[config.mk]
export PLATFORM = sky130hd
export DESIGN_NAME = wb_stage
export DESIGN_NICKNAME = d
export VERILOG_FILES = /design/src/rtl/wb_stage.sv
export SDC_FILE = /design/constraint.sdc
export NUM_CORES = 1
export LEC_CHECK = 0
export CAP_MARGIN = 0
export CELL_PAD_IN_SITES_DETAIL_PLACEMENT = 1
export CELL_PAD_IN_SITES_GLOBAL_PLACEMENT = 1
export CORE_MARGIN = 4
export CORE_UTILIZATION = 27
export DETAILED_ROUTE_END_ITERATION = 10
export PLACE_DENSITY_LB_ADDON = 0.1
export SLEW_MARGIN = 5
export SYNTH_ARGS = -nofsm -noshare
export SYNTH_HDL_FRONTEND = slang
export SYNTH_SLANG_ARGS = --single-unit
[constraint.sdc]
create_clock -name clk -period 2.8 [get_ports clk]
set_input_delay 0.56 -clock clk [delete_from_list [all_inputs] [get_ports clk]]
set_output_delay 0.56 -clock clk [all_outputs]
set_load 0.05 [all_outputs]
[src/rtl/wb_stage.sv]
// wb_stage: write-back stage with a single outstanding data-memory load.
//
// Ports:
//   clk, rst          clock (rising edge), asynchronous active-high reset
//   ex_valid/ex_ready handshake from execute; flush drops the offered instruction
//   ex_alu_result     ALU result, or the load address for loads
//   ex_pc, ex_imm     sources for the PC+4 and immediate write-back selections
//   ex_rd, ex_regwrite, ex_wbsel, ex_funct3  destination, write enable, source select, load type
//   dmem_req/addr     one-cycle load request with word-aligned address
//   dmem_rdata/rvalid load response
//   rfwrite/waddr/wdata  register-file write port (registered, one cycle per write)
//   ld_pending/ld_pending_rd  load in flight and its destination register
//   load_fault        one-cycle pulse on misaligned/illegal load or response timeout
//
// state     | meaning
// IDLE      | ready to accept; non-loads retire the cycle after accept
// LOAD_WAIT | load issued, waiting for dmem_rvalid or timeout
module wb_stage #(
  parameter int TIMEOUT = 16
) (
  input  logic        clk,
  input  logic        rst,
  input  logic        ex_valid,
  output logic        ex_ready,
  input  logic        flush,
  input  logic [31:0] ex_alu_result,
  input  logic [31:0] ex_pc,
  input  logic [31:0] ex_imm,
  input  logic [4:0]  ex_rd,
  input  logic        ex_regwrite,
  input  logic [1:0]  ex_wbsel,
  input  logic [2:0]  ex_funct3,
  output logic        dmem_req,
  output logic [31:0] dmem_addr,
  input  logic [31:0] dmem_rdata,
  input  logic        dmem_rvalid,
  output logic        rfwrite,
  output logic [4:0]  waddr,
  output logic [31:0] wdata,
  output logic        ld_pending,
  output logic [4:0]  ld_pending_rd,
  output logic        load_fault
);

  localparam int CW = (TIMEOUT < 2) ? 1 : $clog2(TIMEOUT + 1);

  typedef enum logic {IDLE, LOAD_WAIT} state_t;

  state_t        state, state_nx;
  logic [CW-1:0] cnt;
  logic [4:0]    ld_rd;
  logic [2:0]    ld_f3;
  logic [1:0]    ld_off;
  logic          ld_we;

  logic          accept, is_load, misalign, ld_issue, ld_done, ld_tmo;
  logic [31:0]   wb_val, ld_shift, ld_data;

  assign ex_ready      = (state == IDLE);
  assign accept        = ex_valid & ex_ready & ~flush;
  assign is_load       = (ex_wbsel == 2'b01);
  assign ld_issue      = accept & is_load & ~misalign;
  assign ld_done       = (state == LOAD_WAIT) & dmem_rvalid;
  // Timeout fires on the last allowed wait cycle; a response in that same cycle wins.
  assign ld_tmo        = (state == LOAD_WAIT) & ~dmem_rvalid & (cnt == CW'(TIMEOUT - 1));
  assign ld_pending    = (state == LOAD_WAIT);
  assign ld_pending_rd = ld_pending ? ld_rd : 5'd0;

  always_comb begin
    misalign = 1'b0;
    case (ex_funct3)
      3'b000, 3'b100: misalign = 1'b0;
      3'b001, 3'b101: misalign = ex_alu_result[0];
      3'b010:         misalign = (ex_alu_result[1:0] != 2'b00);
      default:        misalign = 1'b1;
    endcase
  end

  always_comb begin
    wb_val = ex_alu_result;
    case (ex_wbsel)
      2'b10:   wb_val = ex_pc + 32'd4;
      2'b11:   wb_val = ex_imm;
      default: wb_val = ex_alu_result;
    endcase
  end

  // Aligned accesses only reach here, so shifting by the byte offset puts the
  // selected byte or halfword at bit 0 in every case.
  always_comb begin
    ld_shift = dmem_rdata >> {ld_off, 3'b000};
    ld_data  = dmem_rdata;
    case (ld_f3)
      3'b000:  ld_data = {{24{ld_shift[7]}}, ld_shift[7:0]};
      3'b001:  ld_data = {{16{ld_shift[15]}}, ld_shift[15:0]};
      3'b100:  ld_data = {24'd0, ld_shift[7:0]};
      3'b101:  ld_data = {16'd0, ld_shift[15:0]};
      default: ld_data = dmem_rdata;
    endcase
  end

  always_ff @(posedge clk or posedge rst) begin
    if (rst) state <= IDLE;
    else     state <= state_nx;
  end

  always_comb begin
    state_nx = state;
    case (state)
      IDLE:      if (ld_issue) state_nx = LOAD_WAIT;
      LOAD_WAIT: if (ld_done || ld_tmo) state_nx = IDLE;
      default:   state_nx = IDLE;
    endcase
  end

  always_ff @(posedge clk or posedge rst) begin
    if (rst) begin
      cnt        <= '0;
      rfwrite    <= 1'b0;
      waddr      <= 5'd0;
      wdata      <= 32'd0;
      dmem_req   <= 1'b0;
      dmem_addr  <= 32'd0;
      load_fault <= 1'b0;
      ld_rd      <= 5'd0;
      ld_f3      <= 3'd0;
      ld_off     <= 2'd0;
      ld_we      <= 1'b0;
    end else begin
      rfwrite    <= 1'b0;
      dmem_req   <= 1'b0;
      load_fault <= 1'b0;

      if (ld_issue)                cnt <= '0;
      else if (state == LOAD_WAIT) cnt <= cnt + CW'(1);

      if (accept) begin
        if (!is_load) begin
          rfwrite <= ex_regwrite & (ex_rd != 5'd0);
          waddr   <= ex_rd;
          wdata   <= wb_val;
        end else if (misalign) begin
          load_fault <= 1'b1;
        end else begin
          dmem_req  <= 1'b1;
          dmem_addr <= {ex_alu_result[31:2], 2'b00};
          ld_rd     <= ex_rd;
          ld_f3     <= ex_funct3;
          ld_off    <= ex_alu_result[1:0];
          ld_we     <= ex_regwrite;
        end
      end

      if (ld_done) begin
        rfwrite <= ld_we & (ld_rd != 5'd0);
        waddr   <= ld_rd;
        wdata   <= ld_data;
      end

      if (ld_tmo) load_fault <= 1'b1;
    end
  end

endmodule

==> summary.md, run 1 <==
| Metric | Value |
|---|---|
| Run status | `finished clean` |
| Reg power frac | `31.9%` |
| Comb pwr share | `46.1%` |
| N_diodes | `0` |
| Synth warnings | `0` |
| Nets@finish | `1,076` |
| DP HPWL | `22,100 µm` |
| Post-CTS sizing | `0` |
| Via-to-Cell Ratio | `5.26` |
| Chip height | `152 µm` |
| Hold-fix buffers, CTS | `0` |
| Min-delay worst type | `flop to flop` |
| IO Pins | `223` |
| Area delta synth->final | `53.8%` |
| Worst Hold Path Cells | `2` |
| Yosys top cell by area | `dfrtp_1` |
| Clk sinks | `87` |
| Largest delay share family, worst path | `buffers and inverters` |
| Effective utilization at floorplan | `27.5%` |
| Synth cell count leaders | `178 x nand2_1, 87 x dfrtp_1, 55 x nor2_1, 45 x o21ai_0, 44 x clkbuf_1` |
| Max cap viols | `0` |
| Most frequent cell after synthesis | `nand2_1` |
| Vias in the first global route | `7,063` |
| Max stage delay on crit path | `0.80 ns` |
| Clock share of power | `22.0%` |
| Share of the synthesized area in the top cell type | `39.0%` |
| Pwr per Cell Area | `658 nW/µm²` |
| Die Wd | `152 µm` |
| Seq/Total Area, Yosys | `39.0%` |
| Placer congestion estimate | `0.886` |
| Global route overflow | `0` |
| DR vias | `6,335` |
| Final setup TNS | `0 ns` |
| Die area | `23,100 µm²` |
| Reg clk slew, reported paths | `0.07 ns` |
| First-pass GRT wire length | `41,800 µm` |
| Final worst-path cycle share | `95.7%` |
| Critical path launch point type | `flop` |
| Fmax achieved | `373 MHz` |
| Worst EP required | `2.24 ns` |
| Total setup buffers inserted after CTS | `0` |
| Worst path depth | `2` |
| # DRC | `0` |
| Leakage | `3.55 nW` |
| Pins Over Slew Limit | `0` |
| Final Hold Vio Count | `0` |
| Gate Count Post-Synth | `704` |
| Crit Path Max Fanout | `19` |
| TritonCTS buffer count | `9` |
| PortBufs | `220` |
| Critical Path AT | `2.12 ns` |
| Switch Pwr | `2.49 mW` |
| H-tree depth | `3` |
| Yosys cell types | `60` |
| DR iter-0 viols | `317` |
| Worst-Margin Slew | `0.640 ns` |
| Sw Share | `44.1%` |
| Proportion of layout cells with a drive suffix above 1 | `8.89%` |
| Top FF cell, synth | `dfrtp_1` |
| Mean Syn Cell Area | `7.94 µm²` |
| Final setup fails | `0` |
| Routed WL per cell | `22.6 µm` |
| Total GRT Usage | `23.1%` |
| Worst-path cell chain | `and2_1 -> clkdlybuf4s50_1` |
| Clk_skew | `0.00824 ns` |
| Core region area | `20,300 µm²` |
| Int Pwr | `3.16 mW` |
| First-pass detailed-route iteration total | `5` |
| Slew Limit Headroom | `57.3%` |
| Post-Syn Area | `5590 µm²` |
| Final min period | `2.68 ns` |
| Reg2Reg Depth | `6` |
| Clock Latency Late Sink | `0.36 ns` |
| Antenna violations before repair | `0` |
| Worst path bufs/invs | `1` |
| Synth top area cells | `dfrtp_1 39%, nand2_1 12%, o21ai_0 4.0%, a21oi_1 3.9%, nor2_1 3.7%` |
| Peak VDD IR | `0.364 mV` |
| #FFs+latches synth | `87` |
| Post-synth ARST share | `100%` |
| TritonCTS clock tree | `built` |
| Post-route ant nets | `0` |
| Slowest-stage cell, CP | `clkdlybuf4s50_1` |
| Routed WL | `27,200 µm` |
| Final core utilization | `42.3%` |
| FP Rows | `52` |
| Unrepaired setup endpoints after global routing | `no` |
| Root buffer cell | `clkbuf_16` |
| Largest net degree at the start of global routing | `43` |
| Crit. End Element | `output pin` |
| CP Class | `flop to output pin` |
| Post-synth EDFFs | `0` |
| Maximum clock path buffer count | `2` |
## cell families after synthesis
logic type | after synthesis | share of synthesized area (%)
fa+ha+maj | 3 | 0.672
buf+inv | 68 | 5.08
other cells | 1 | 0.0671
mux | 22 | 4.50
xor+xnor | 18 | 2.82
simple gates | 322 | 25.5
flops | 87 | 39.0
compound gates | 183 | 22.4
## stage by stage
| step | setup slack (ns) | total power [mW] | hold slack (ns) | instances | area, µm² |
|---|---|---|---|---|---|
| after global placement | 0.0940 | 4.38 | 0.462 | 1188 | 8290 |
| final | 0.121 | 5.65 | 0.478 | 1204 | 8600 |
| after CTS | 0.0800 | 5.70 | 0.485 | 1204 | 8600 |
| after global routing | 0.00746 | 5.94 | 0.511 | 1204 | 8600 |
| after floorplan | 0.596 | 3.32 | 0.446 | 705 | 5600 |
| after detailed placement | 0.0687 | 4.44 | 0.464 | 1188 | 8290 |
## layout by cell type (no fill, tap or decap), types with 3 or more instances in the layout
cell and n:
xnor2_1 8, nand4_1 9, a311o_1 5, or4_1 3, o32ai_1 3, and3_1 7
nand2b_1 5, a221oi_2 4, nor4_1 11, nor2_1 55, nand3_1 20, and2_1 11
dfrtp_1 87, o31a_1 5, xor2_1 10, clkbuf_16 9, o21ai_0 45, inv_1 13
ha_1 3, o221a_2 3, a21oi_1 43, a22oi_1 10, o22ai_1 8, nand2_1 178
nor2b_1 5, a211oi_1 17, and4_1 4, a221oi_1 5, a221o_1 4, buf_4 40
o211ai_1 6, a22o_1 6, clkdlybuf4s50_1 219, nor3_1 8, mux2i_1 15, buf_12 4
mux2_2 5
## layout make-up
cell class / count / area (µm²)
clock buffers: 9 / 225
clock inverters: 7 / 80.1
fillers: 2431 / 11700
inverters: 17 / 67.6
multi-input cells: 550 / 3130
flip-flops and latches: 87 / 2180
well taps: 270 / 338
repair buffers: 264 / 2580
## worst min-delay path: cells and delay by family (launching register included)
| family | cells | cell delay, ns |
|---|---|---|
| flops | 1 | 0.35 |
| simple gates | 2 | 0.10 |
## power groups by stage
stage	Sequential, mW	Combinational (mW)	Clock (mW)
floorplan	2.50	0.813	0
global placement	1.81	2.57	0
detailed placement	1.82	2.61	0
CTS	1.81	2.62	1.27
global route	1.84	2.77	1.33
finish	1.81	2.61	1.24
## registers in the layout (all words and copies together), names as in the netlist
register	count
ld_off	2
ld_rd	5
rfwrite	1
dmem_addr	30
cnt	5
waddr	5
wdata	32
dmem_req	1
ld_f3	3
load_fault	1
ld_pending	1
ld_we	1
## final timing paths
kind | from | end | slack (ns)
min in group asynchronous | rst | dmem_addr[29]$_DFFE_PP0P_ | 0.63
setup / recovery | ld_pending$_DFF_PP0_ | ld_pending_rd[0] | 0.12
hold reg to reg | dmem_addr[29]$_DFFE_PP0P_ | dmem_addr[29]$_DFFE_PP0P_ | 0.48
hold / removal | dmem_addr[29]$_DFFE_PP0P_ | dmem_addr[29]$_DFFE_PP0P_ | 0.48
max in group asynchronous | rst | dmem_addr[27]$_DFFE_PP0P_ | 1.53
setup reg to reg | ld_off[0]$_DFFE_PP0P_ | wdata[7]$_DFFE_PP0P_ | 0.35
## layer usage
layer  up-vias  part of all wire, %  track usage (%)  wire length [µm]
met3        44                  5.1             6.23              1390
met1      3137                   42             27.6             11400
met2       196                   49             39.9             13400
li1       2958                    -                -                 -
met4         0                  3.6             8.48               976
met5         -                    0                0                 0
(Power assumes the default switching activity.)
==> run 2: changes to the inputs <==
PLACE_DENSITY = 0.75   (was default)
PLACE_DENSITY_LB_ADDON = default   (was 0.1)
==> run 2 against run 1 <==
Against the previous run:
- total power up 0.94%
- first-iteration DRC count is 10% higher
- design area fell by 0.41%
- combinational power is essentially flat
- utilization down 0.17 points
- sequential cell count stayed put
- clock skew barely moved
- register-to-register slack worse by 0.02 ns
- die area is the same
- worst hold slack gained 0.0032 ns
- via count decreased by 0.57%
- worst setup slack better by 0.095 ns
- critical path type unchanged
- highest routed layer unchanged
==> summary.md, run 2 (synthesis gave the netlist of run 1 again) <==
| Metric | Value |
|---|---|
| Critical Path AT | `2.02 ns (-0.10 ns)` |
| IO Pins | `223 (unchanged)` |
| Global route overflow | `0 (unchanged)` |
| Pins Over Slew Limit | `0 (unchanged)` |
| Final setup fails | `0 (unchanged)` |
| Clk_skew | `0.00872 ns (+0.000483 ns)` |
| DR iter-0 viols | `349 (+10%)` |
| Pwr per Cell Area | `667 nW/µm² (+1.4%)` |
| Run status | `finished clean` |
| Tot Pwr | `5.71 mW (+0.94%)` |
| Final worst-path cycle share | `92.3% (-3.4 points)` |
| Slowest-stage cell, CP | `clkdlybuf4s50_1` |
| Largest regs | `wdata x32, dmem_addr x30` |
| Routed WL | `25,800 µm (-5.0%)` |
| Core region area | `20,300 µm² (unchanged)` |
| Final Hold Vio Count | `0 (unchanged)` |
| Total GRT Usage | `21.9% (-1.2 points)` |
| Effective utilization at floorplan | `27.5% (unchanged)` |
| Nets@finish | `1,074 (-0.19%)` |
| Critical path launch point type | `flop` |
| Maximum clock path buffer count | `2 (unchanged)` |
| FP Rows | `52 (unchanged)` |
| Proportion of layout cells with a drive suffix above 1 | `8.69% (-0.20 points)` |
| Crit. End Element | `output pin` |
| Slew Limit Headroom | `59.4% (+2.1 points)` |
| Placer congestion estimate | `0.917 (+3.6%)` |
| N_diodes | `0 (unchanged)` |
| Area delta synth->final | `53.2%` |
| Die Wd | `152 µm (unchanged)` |
| Vias in the first global route | `6,663 (-5.7%)` |
| Peak VDD IR | `0.319 mV (-12%)` |
| Worst-Margin Slew | `0.608 ns (-0.0316 ns)` |
| Total setup buffers inserted after CTS | `0 (unchanged)` |
| Largest delay share family, worst path | `buffers and inverters` |
| Hold WS | `0.481 ns (+0.00317 ns)` |
| Most common cell after layout, fill and taps aside | `clkdlybuf4s50_1` |
| CP Class | `flop to output pin` |
| First-pass detailed-route iteration total | `4 (-1)` |
| Antenna violations before repair | `0 (unchanged)` |
| Crit Path Max Fanout | `15 (-4)` |
| Worst-path cell chain | `and2_1 -> clkdlybuf4s50_1` |
| H-tree depth | `3 (unchanged)` |
| Largest net degree at the start of global routing | `88 (+100%)` |
| # DRC | `0 (unchanged)` |
| Final min period | `2.58 ns (-0.0946 ns)` |
| Unrepaired setup endpoints after global routing | `no` |
| Post-route ant nets | `0 (unchanged)` |
| Max stage delay on crit path | `0.80 ns (about the same)` |
| Die area | `23,100 µm² (unchanged)` |
| Min-delay worst type | `flop to flop` |
| Final setup TNS | `0 ns (unchanged)` |
| Hold-fix buffers, CTS | `0 (unchanged)` |
| Fmax achieved | `387 MHz (+3.7%)` |
| DR vias | `6,299 (-0.57%)` |
| Final core utilization | `42.2% (-0.17 points)` |
| TritonCTS buffer count | `9 (unchanged)` |
| Via-to-Cell Ratio | `5.24 (-0.40%)` |
| PortBufs | `220 (unchanged)` |
| Root buffer cell | `clkbuf_16` |
| Reg clk slew, reported paths | `0.08 ns (about the same)` |
| Top reg by flops | `wdata` |
| Routed WL per cell | `21.5 µm (-4.8%)` |
| First-pass GRT wire length | `39,900 µm (-4.6%)` |
| Leakage | `3.54 nW (-0.29%)` |
| Clk sinks | `87 (unchanged)` |
| Final std cells w/o fill | `1,202 (-0.17%)` |
| Max reg flops | `32 (unchanged)` |
| Worst EP required | `2.24 ns (about the same)` |
| Clock Latency Late Sink | `0.36 ns (about the same)` |
| Max cap viols | `0 (unchanged)` |
| Commonest non-fill, non-tap cells in the layout | `219 x clkdlybuf4s50_1, 178 x nand2_1, 87 x dfrtp_1` |
| Chip height | `152 µm (unchanged)` |
| Worst path bufs/invs | `1 (unchanged)` |
| TritonCTS clock tree | `built` |
| DP HPWL | `20,500 µm (-6.9%)` |
| Post-CTS sizing | `0 (unchanged)` |
| Dpl cells | `1,186 (-0.17%)` |
run 2: layout make-up:
class                           instances  area, µm²
Fill cell                            2430      11700
Multi-Input combinational cell        550       3130
Timing Repair Buffer                  262       2540
Sequential cell                        87       2180
Tap cell                              270        338
Clock buffer                            9        225
Clock inverter                          7       85.1
Inverter                               17       67.6
run 2: through the flow:
step           instance area, µm²  setup WS [ns]
2_1_floorplan                5600          0.596
3_3_place_gp                 8250         0.0606
3_5_place_dp                 8250        -0.0438
4_1_cts                      8560          0.150
5_1_grt                      8560         0.0611
6_report                     8560          0.216
run 2: final timing paths:
| path | start | slack, ns | depth (start not counted) | end |
|---|---|---|---|---|
| setup / recovery | ld_pending$_DFF_PP0_ | 0.22 | 2 | ld_pending_rd[1] |
| hold / removal | dmem_addr[28]$_DFFE_PP0P_ | 0.48 | 2 | dmem_addr[28]$_DFFE_PP0P_ |
| setup reg to reg | ld_off[0]$_DFFE_PP0P_ | 0.33 | 6 | wdata[7]$_DFFE_PP0P_ |
| hold reg to reg | dmem_addr[28]$_DFFE_PP0P_ | 0.48 | 2 | dmem_addr[28]$_DFFE_PP0P_ |
| max in group asynchronous | rst | 1.72 | 3 | dmem_addr[17]$_DFFE_PP0P_ |
| min in group asynchronous | rst | 0.69 | 3 | waddr[3]$_DFFE_PP0P_ |
run 2: worst register-to-register path, stage by stage, from the launching register on:
cell and delay [ns]:
dfrtp_1 0.73, buf_4 0.31, nor2b_1 0.49, o2bb2ai_1 0.19
a221o_1 0.29, nand2_1 0.08, a311o_1 0.27
run 2: where the power goes:
group | internal (mW) | total, mW | switching (mW)
Sequential | 1.55 | 1.80 | 0.252
Clock | 0.714 | 1.32 | 0.608
Combinational | 0.974 | 2.58 | 1.61
Total | 3.24 | 5.71 | 2.47
run 2: per-layer routing:
layer  global-route usage, %  vias up  wire length (µm)
met4                    4.28        0               420
li1                        -     2946                 -
met3                    6.80       28              2160
met2                    34.6      274             11600
met5                       0        -                 0
met1                    29.7     3051             11600
